<file path="src/rtl/ebr_readback_streamer.sv">
// Walks an EBR read port from address 0 and streams each word out as bytes, LSB first, over valid/ready.
// Optional feature macro EBR_READBACK_CSUM_EN appends one XOR checksum byte after the last data byte.
module ebr_readback_streamer #(
  parameter int DATA_W   = 36,
  parameter int ADDR_W   = 14,
  parameter int READ_LAT = 1,
  parameter int WORDS    = 512
) (
  input  logic              clk,
  input  logic              rst,
  input  logic              start,
  output logic              busy,
  output logic              done,
  output logic              mem_ce,
  output logic [ADDR_W-1:0] mem_addr,
  input  logic [DATA_W-1:0] mem_rdata,
  output logic [7:0]        out_data,
  output logic              out_valid,
  input  logic              out_ready
);

  localparam int NB   = (DATA_W + 7) / 8;
  localparam int SH_W = NB * 8;
  localparam int BI_W = (NB > 1) ? $clog2(NB) : 1;
  localparam logic [BI_W-1:0]   LAST_BYTE = BI_W'(NB - 1);
  localparam logic [ADDR_W-1:0] LAST_ADDR = ADDR_W'(WORDS - 1);
  localparam logic              LAT_LAST  = (READ_LAT == 2);

  typedef enum logic [2:0] {
    S_IDLE,
    S_ISSUE,
    S_WAIT,
    S_EMIT,
`ifdef EBR_READBACK_CSUM_EN
    S_TRAILER,
`endif
    S_FINISH
  } state_t;

  state_t          state;
  logic [SH_W-1:0] shreg;
  logic [BI_W-1:0] byte_idx;
  logic            lat_cnt;
  logic            accept;
`ifdef EBR_READBACK_CSUM_EN
  logic [7:0]      csum;
`endif

  assign accept   = out_valid && out_ready;
  // The presented byte is always the bottom of the shift register, so out_data is a plain flop output.
  assign out_data = shreg[7:0];

  // NOTE: non-blocking assignments throughout, so every branch below sees pre-edge register values.
  always_ff @(posedge clk or posedge rst) begin
    if (rst) begin
      state     <= S_IDLE;
      busy      <= 1'b0;
      done      <= 1'b0;
      mem_ce    <= 1'b0;
      mem_addr  <= '0;
      out_valid <= 1'b0;
      shreg     <= '0;
      byte_idx  <= '0;
      lat_cnt   <= 1'b0;
`ifdef EBR_READBACK_CSUM_EN
      csum      <= '0;
`endif
    end else begin
      done   <= 1'b0;
      mem_ce <= 1'b0;
      case (state)
        S_IDLE: begin
          if (start) begin
            mem_addr <= '0;
            busy     <= 1'b1;
            mem_ce   <= 1'b1;
`ifdef EBR_READBACK_CSUM_EN
            csum     <= '0;
`endif
            state    <= S_ISSUE;
          end
        end
        S_ISSUE: begin
          lat_cnt <= 1'b0;
          state   <= S_WAIT;
        end
        S_WAIT: begin
          if (lat_cnt == LAT_LAST) begin
            shreg     <= SH_W'(mem_rdata);
            byte_idx  <= '0;
            out_valid <= 1'b1;
            state     <= S_EMIT;
          end else begin
            lat_cnt <= 1'b1;
          end
        end
        S_EMIT: begin
          if (accept) begin
            shreg <= shreg >> 8;
`ifdef EBR_READBACK_CSUM_EN
            csum  <= csum ^ shreg[7:0];
`endif
            if (byte_idx != LAST_BYTE) begin
              byte_idx <= byte_idx + BI_W'(1);
            end else if (mem_addr != LAST_ADDR) begin
              // Terminate on the index compare so a full 2^ADDR_W dump never wraps the address.
              mem_addr  <= mem_addr + ADDR_W'(1);
              mem_ce    <= 1'b1;
              out_valid <= 1'b0;
              state     <= S_ISSUE;
            end else begin
`ifdef EBR_READBACK_CSUM_EN
              shreg <= SH_W'(csum ^ shreg[7:0]);
              state <= S_TRAILER;
`else
              out_valid <= 1'b0;
              busy      <= 1'b0;
              done      <= 1'b1;
              state     <= S_FINISH;
`endif
            end
          end
        end
`ifdef EBR_READBACK_CSUM_EN
        S_TRAILER: begin
          if (accept) begin
            shreg     <= '0;
            out_valid <= 1'b0;
            busy      <= 1'b0;
            done      <= 1'b1;
            state     <= S_FINISH;
          end
        end
`endif
        S_FINISH: state <= S_IDLE;
        default:  state <= S_IDLE;
      endcase
    end
  end

endmodule

</file>
<file path="config.mk">
export PLATFORM = sky130hd
export DESIGN_NAME = ebr_readback_streamer
export DESIGN_NICKNAME = d
export VERILOG_FILES = /design/src/rtl/ebr_readback_streamer.sv
export SDC_FILE = /design/constraint.sdc
export NUM_CORES = 1
export LEC_CHECK = 0
export CAP_MARGIN = 20
export CORE_MARGIN = 2
export CORE_UTILIZATION = 29
export CTS_CLUSTER_DIAMETER = 80
export DETAILED_ROUTE_END_ITERATION = 8
export PLACE_DENSITY = 0.48
export SYNTH_ARGS = -nofsm -noshare
export SYNTH_HDL_FRONTEND = slang
export SYNTH_SLANG_ARGS = --single-unit
</file>
<file path="constraint.sdc">
create_clock -name clk -period 4.5 [get_ports clk]
set_input_delay 0.45 -clock clk [delete_from_list [all_inputs] [get_ports clk]]
set_output_delay 0.45 -clock clk [all_outputs]
set_load 0.02 [all_outputs]
</file>
==> results.tsv <==
stage	metric	value	unit
sta	grt_setup_unrepaired	false	
sta	layout_setup_ws	2300	ps
drt	routed_wl	7.09	mm
worst_setup_path	crit_arrival	2470	ps
global_route	grt.total_usage	13.5	%
clock_tree	cts_hold_buffers	0	
pwr	p_comb_share	34.0	%
sta	setup_violations	0	
clock_tree	clk_pin_slew	70	ps
logic_synthesis	synth_cell_types	41	
hold_path	min_to	shreg[23]$_DFFE_PP0P_	
pwr	p_sw_share	34.4	%
worst_setup_path	worstSetupStartpointType	flop	
finish	area_delta_synth_final	31.7	%
drt	firstDrtPassIters	4	
pwr	internal_power	1410	uW
worst_setup_path	worstPathCellList	and2b_1 -> nand2_1 -> or4_1 -> nand3_1	
clock_tree	postCtsSetupRepairBufs	0	
sta	fin_tns_setup	0	ps
logic_synthesis	yosysSeqAreaShare	50.5	%
logic_synthesis	synth_fa_ha_area_share	1.24	%
logic_synthesis	synthTopCellsByCount	dfrtp_1, nand2_1, mux2i_1	
sta	hold_viol	0	
sta	finalClockSkew	7.22	ps
sta	period_share	49.0	%
pwr	clockPowerShare	29.0	%
logic_synthesis	synth.ff_latch_count	61	
worst_setup_path	reg2regPathDepth	4	
logic_synthesis	synth.most_common_cell	dfrtp_1	
worst_setup_path	required	4770	ps
clock_tree	clockBufferDepth	2	
hold_path	holdPathStages	2	
global_route	grt_max_degree	39	
placed_design	gp_congestion	0.765	
drt	drc	0	
global_route	grt_pass1_vias	2365	
clock_tree	cts_htree_levels	3	
finish	layout-drive-gt1-share	7.10	%
worst_setup_path	slowest_delay	690	ps
logic_synthesis	yosys.area_share.simple	16.3	%
sta	max_freq	454	MHz
worst_setup_path	cp-end-kind	flop	
hold_path	hold_path.class	reg -> reg	
global_route	grt_first_pass_wirelength	11.9	mm
drt	vias	2392	
pwr	ir_worst_vdd	0.000180	V
global_route	antenna_found_initial	0	
pwr	p_leak	0.00180	uW
drt	drtIter0Drc	74	
logic_synthesis	synth_compound_area_share	16.5	%
logic_synthesis	synth_mux_area_share	9.60	%
floorplanning	die_w	106	um
drt	wl_per_cell	14.1	um
floorplanning	core_region_area	10200	um^2
worst_setup_path	timing.rr.start	state[2]$_DFFE_PP0P_	
logic_synthesis	synth_top_family_by_area	compound AO/OA/AOI/OAI gates	
floorplanning	start_util	29.6	%
logic_synthesis	synth_top_area_share	50.5	%
logic_synthesis	syn-instance-count	306	
sta	period_needed	2200	ps
floorplanning	pin_count	66	
worst_setup_path	crit_slowest_cell	or4_1	
worst_setup_path	reg2reg_slack	2300	ps
flow_run	maxCapViolations	0	
worst_setup_path	crit_type	reg -> reg	
logic_synthesis	synth_area_per_cell	9.88	um^2
clock_tree	cts_tree	done	
clock_tree	clkSinkCount	61	
logic_synthesis	async_flop_share	100	%
drt	antenna_left	0	
sta	maxSlewHeadroom	39.1	%
logic_synthesis	yosysTopAreaCell	dfrtp_1	
placed_design	place.detailed.hpwl	4.89	mm
floorplanning	num_rows	37	
status	status	complete, no violations	
logic_synthesis	synth_area_leaders	dfrtp_1, mux2i_1, nand2_1	
pwr	pwr-share-seq	37.1	%
finish	final_nets	404	
placed_design	post-place-ws	2000	ps
clock_tree	cts-root-buf	clkbuf_8	
pwr	powerDensity	538	nW/um^2
drt	viasPerCell	4.76	
logic_synthesis	synth.net_count	349	
logic_synthesis	synth_xor_xnor_area_share	0.290	%
logic_synthesis	synth_edf_count	0	
clock_tree	clock_latency	340	ps
logic_synthesis	synth-main-ff-cell	dfrtp_1	
finish	fillCellCount	1050	
hold_path	hold_start	shreg[23]$_DFFE_PP0P_	
logic_synthesis	synth.cell_area	3020	um^2
worst_setup_path	r2r_end	mem_addr[3]$_DFFE_PP0P_	
clock_tree	cts_resized	0	
sta	slew_violations	0	
pwr	p_sw	738	uW
clock_tree	numCtsBuffers	9	
floorplanning	die_h	106	um
global_route	overflow	0	
worst_setup_path	worst-path-max-fanout	21	
finish	diodes	0	
floorplanning	dieArea	11300	um^2
placed_design	port_buffers	65	
logic_synthesis	synth_warnings	0	
sta	max_slew.worst_pin.slew	911	ps
[per-stage QoR]
step	power [uW]	std cells	hold slack, ps	util (%)	cell area, um^2
floorplan	1350	306	450	-	3020
global placement	1540	486	466	36.4	3730
detailed placement	1550	486	473	36.4	3730
CTS	2190	502	490	38.9	3980
global route	2310	502	508	38.9	3980
finish	2140	502	479	38.9	3980
[how the worst max path moves through the flow]
| stage | cells past startpoint | startpoint | slack [ps] | to |
|---|---|---|---|---|
| final | 4 | state[2]$_DFFE_PP0P_ | 2300 | mem_addr[3]$_DFFE_PP0P_ |
| after global routing | 4 | state[2]$_DFFE_PP0P_ | 2140 | mem_addr[7]$_DFFE_PP0P_ |
| after CTS | 4 | state[2]$_DFFE_PP0P_ | 2280 | mem_addr[3]$_DFFE_PP0P_ |
| after detailed placement | 5 | out_ready | 2000 | shreg[3]$_DFFE_PP0P_ |
| after global placement | 5 | out_ready | 2020 | shreg[4]$_DFFE_PP0P_ |
| after floorplan | 1 | rst | 2540 | busy$_DFFE_PP0P_ |
[flip-flops by register name, indices dropped and copies added (netlist names)]
register,flops
shreg,36
mem_addr,14
byte_idx,3
state,3
busy,1
done,1
lat_cnt,1
mem_ce,1
out_valid,1
[per-layer routing]
metal	routed length, um	GRT usage, %	up-vias
li1	-	-	1195
met1	3420	18.1	1141
met2	3290	20.7	47
met3	248	3.13	9
met4	129	6.39	0
met5	0	0	-
[cell usage in the layout (no fill, tap or decap), types with 7 or more instances in the layout]
cell / n
a21oi_1: 7
o21ai_1: 24
nand2_1: 45
clkbuf_8: 11
a22o_1: 8
mux2i_1: 29
o21ai_0: 17
dfrtp_1: 61
clkdlybuf4s50_1: 65
nor2_1: 16
nand3_1: 13
[worst max-delay path, delay by kind of cell, from the launching register on]
kind	cells	cell delay, ps
DFF	1	470
and+or+nand+nor	4	1650
[power by group through the flow]
| stage | logic [uW] | registers [uW] | clock network, uW |
|---|---|---|---|
| final | 728 | 795 | 621 |
| after global routing | 826 | 816 | 671 |
| after CTS | 746 | 798 | 644 |
| after detailed placement | 746 | 809 | 0 |
| after global placement | 733 | 805 | 0 |
| after floorplan | 564 | 789 | 0 |
[cell type report]
| type | count | area [um^2] | share of cell area [%] |
|---|---|---|---|
| clock buffers | 11 | 151 | 3.80 |
| repair buffers | 67 | 666 | 16.7 |
| flip-flops and latches | 61 | 1530 | 38.3 |
| multi-input cells | 215 | 1340 | 33.6 |
| clock inverters | 5 | 106 | 2.67 |
| well taps | 136 | 170 | 4.27 |
| inverters | 7 | 26.3 | 0.660 |
[cells by family (layout without fill, tap and decap cells)]
family,after synthesis,in the layout
AO/OA/AOI/OAI,81,81
flip-flops,61,61
XOR/XNOR,1,1
buffers and inverters,30,90
multiplexers,29,29
AND/OR/NAND/NOR,101,101
adder cells (fa/ha/maj),3,3
Note: power is estimated with default switching activity, not from simulation.
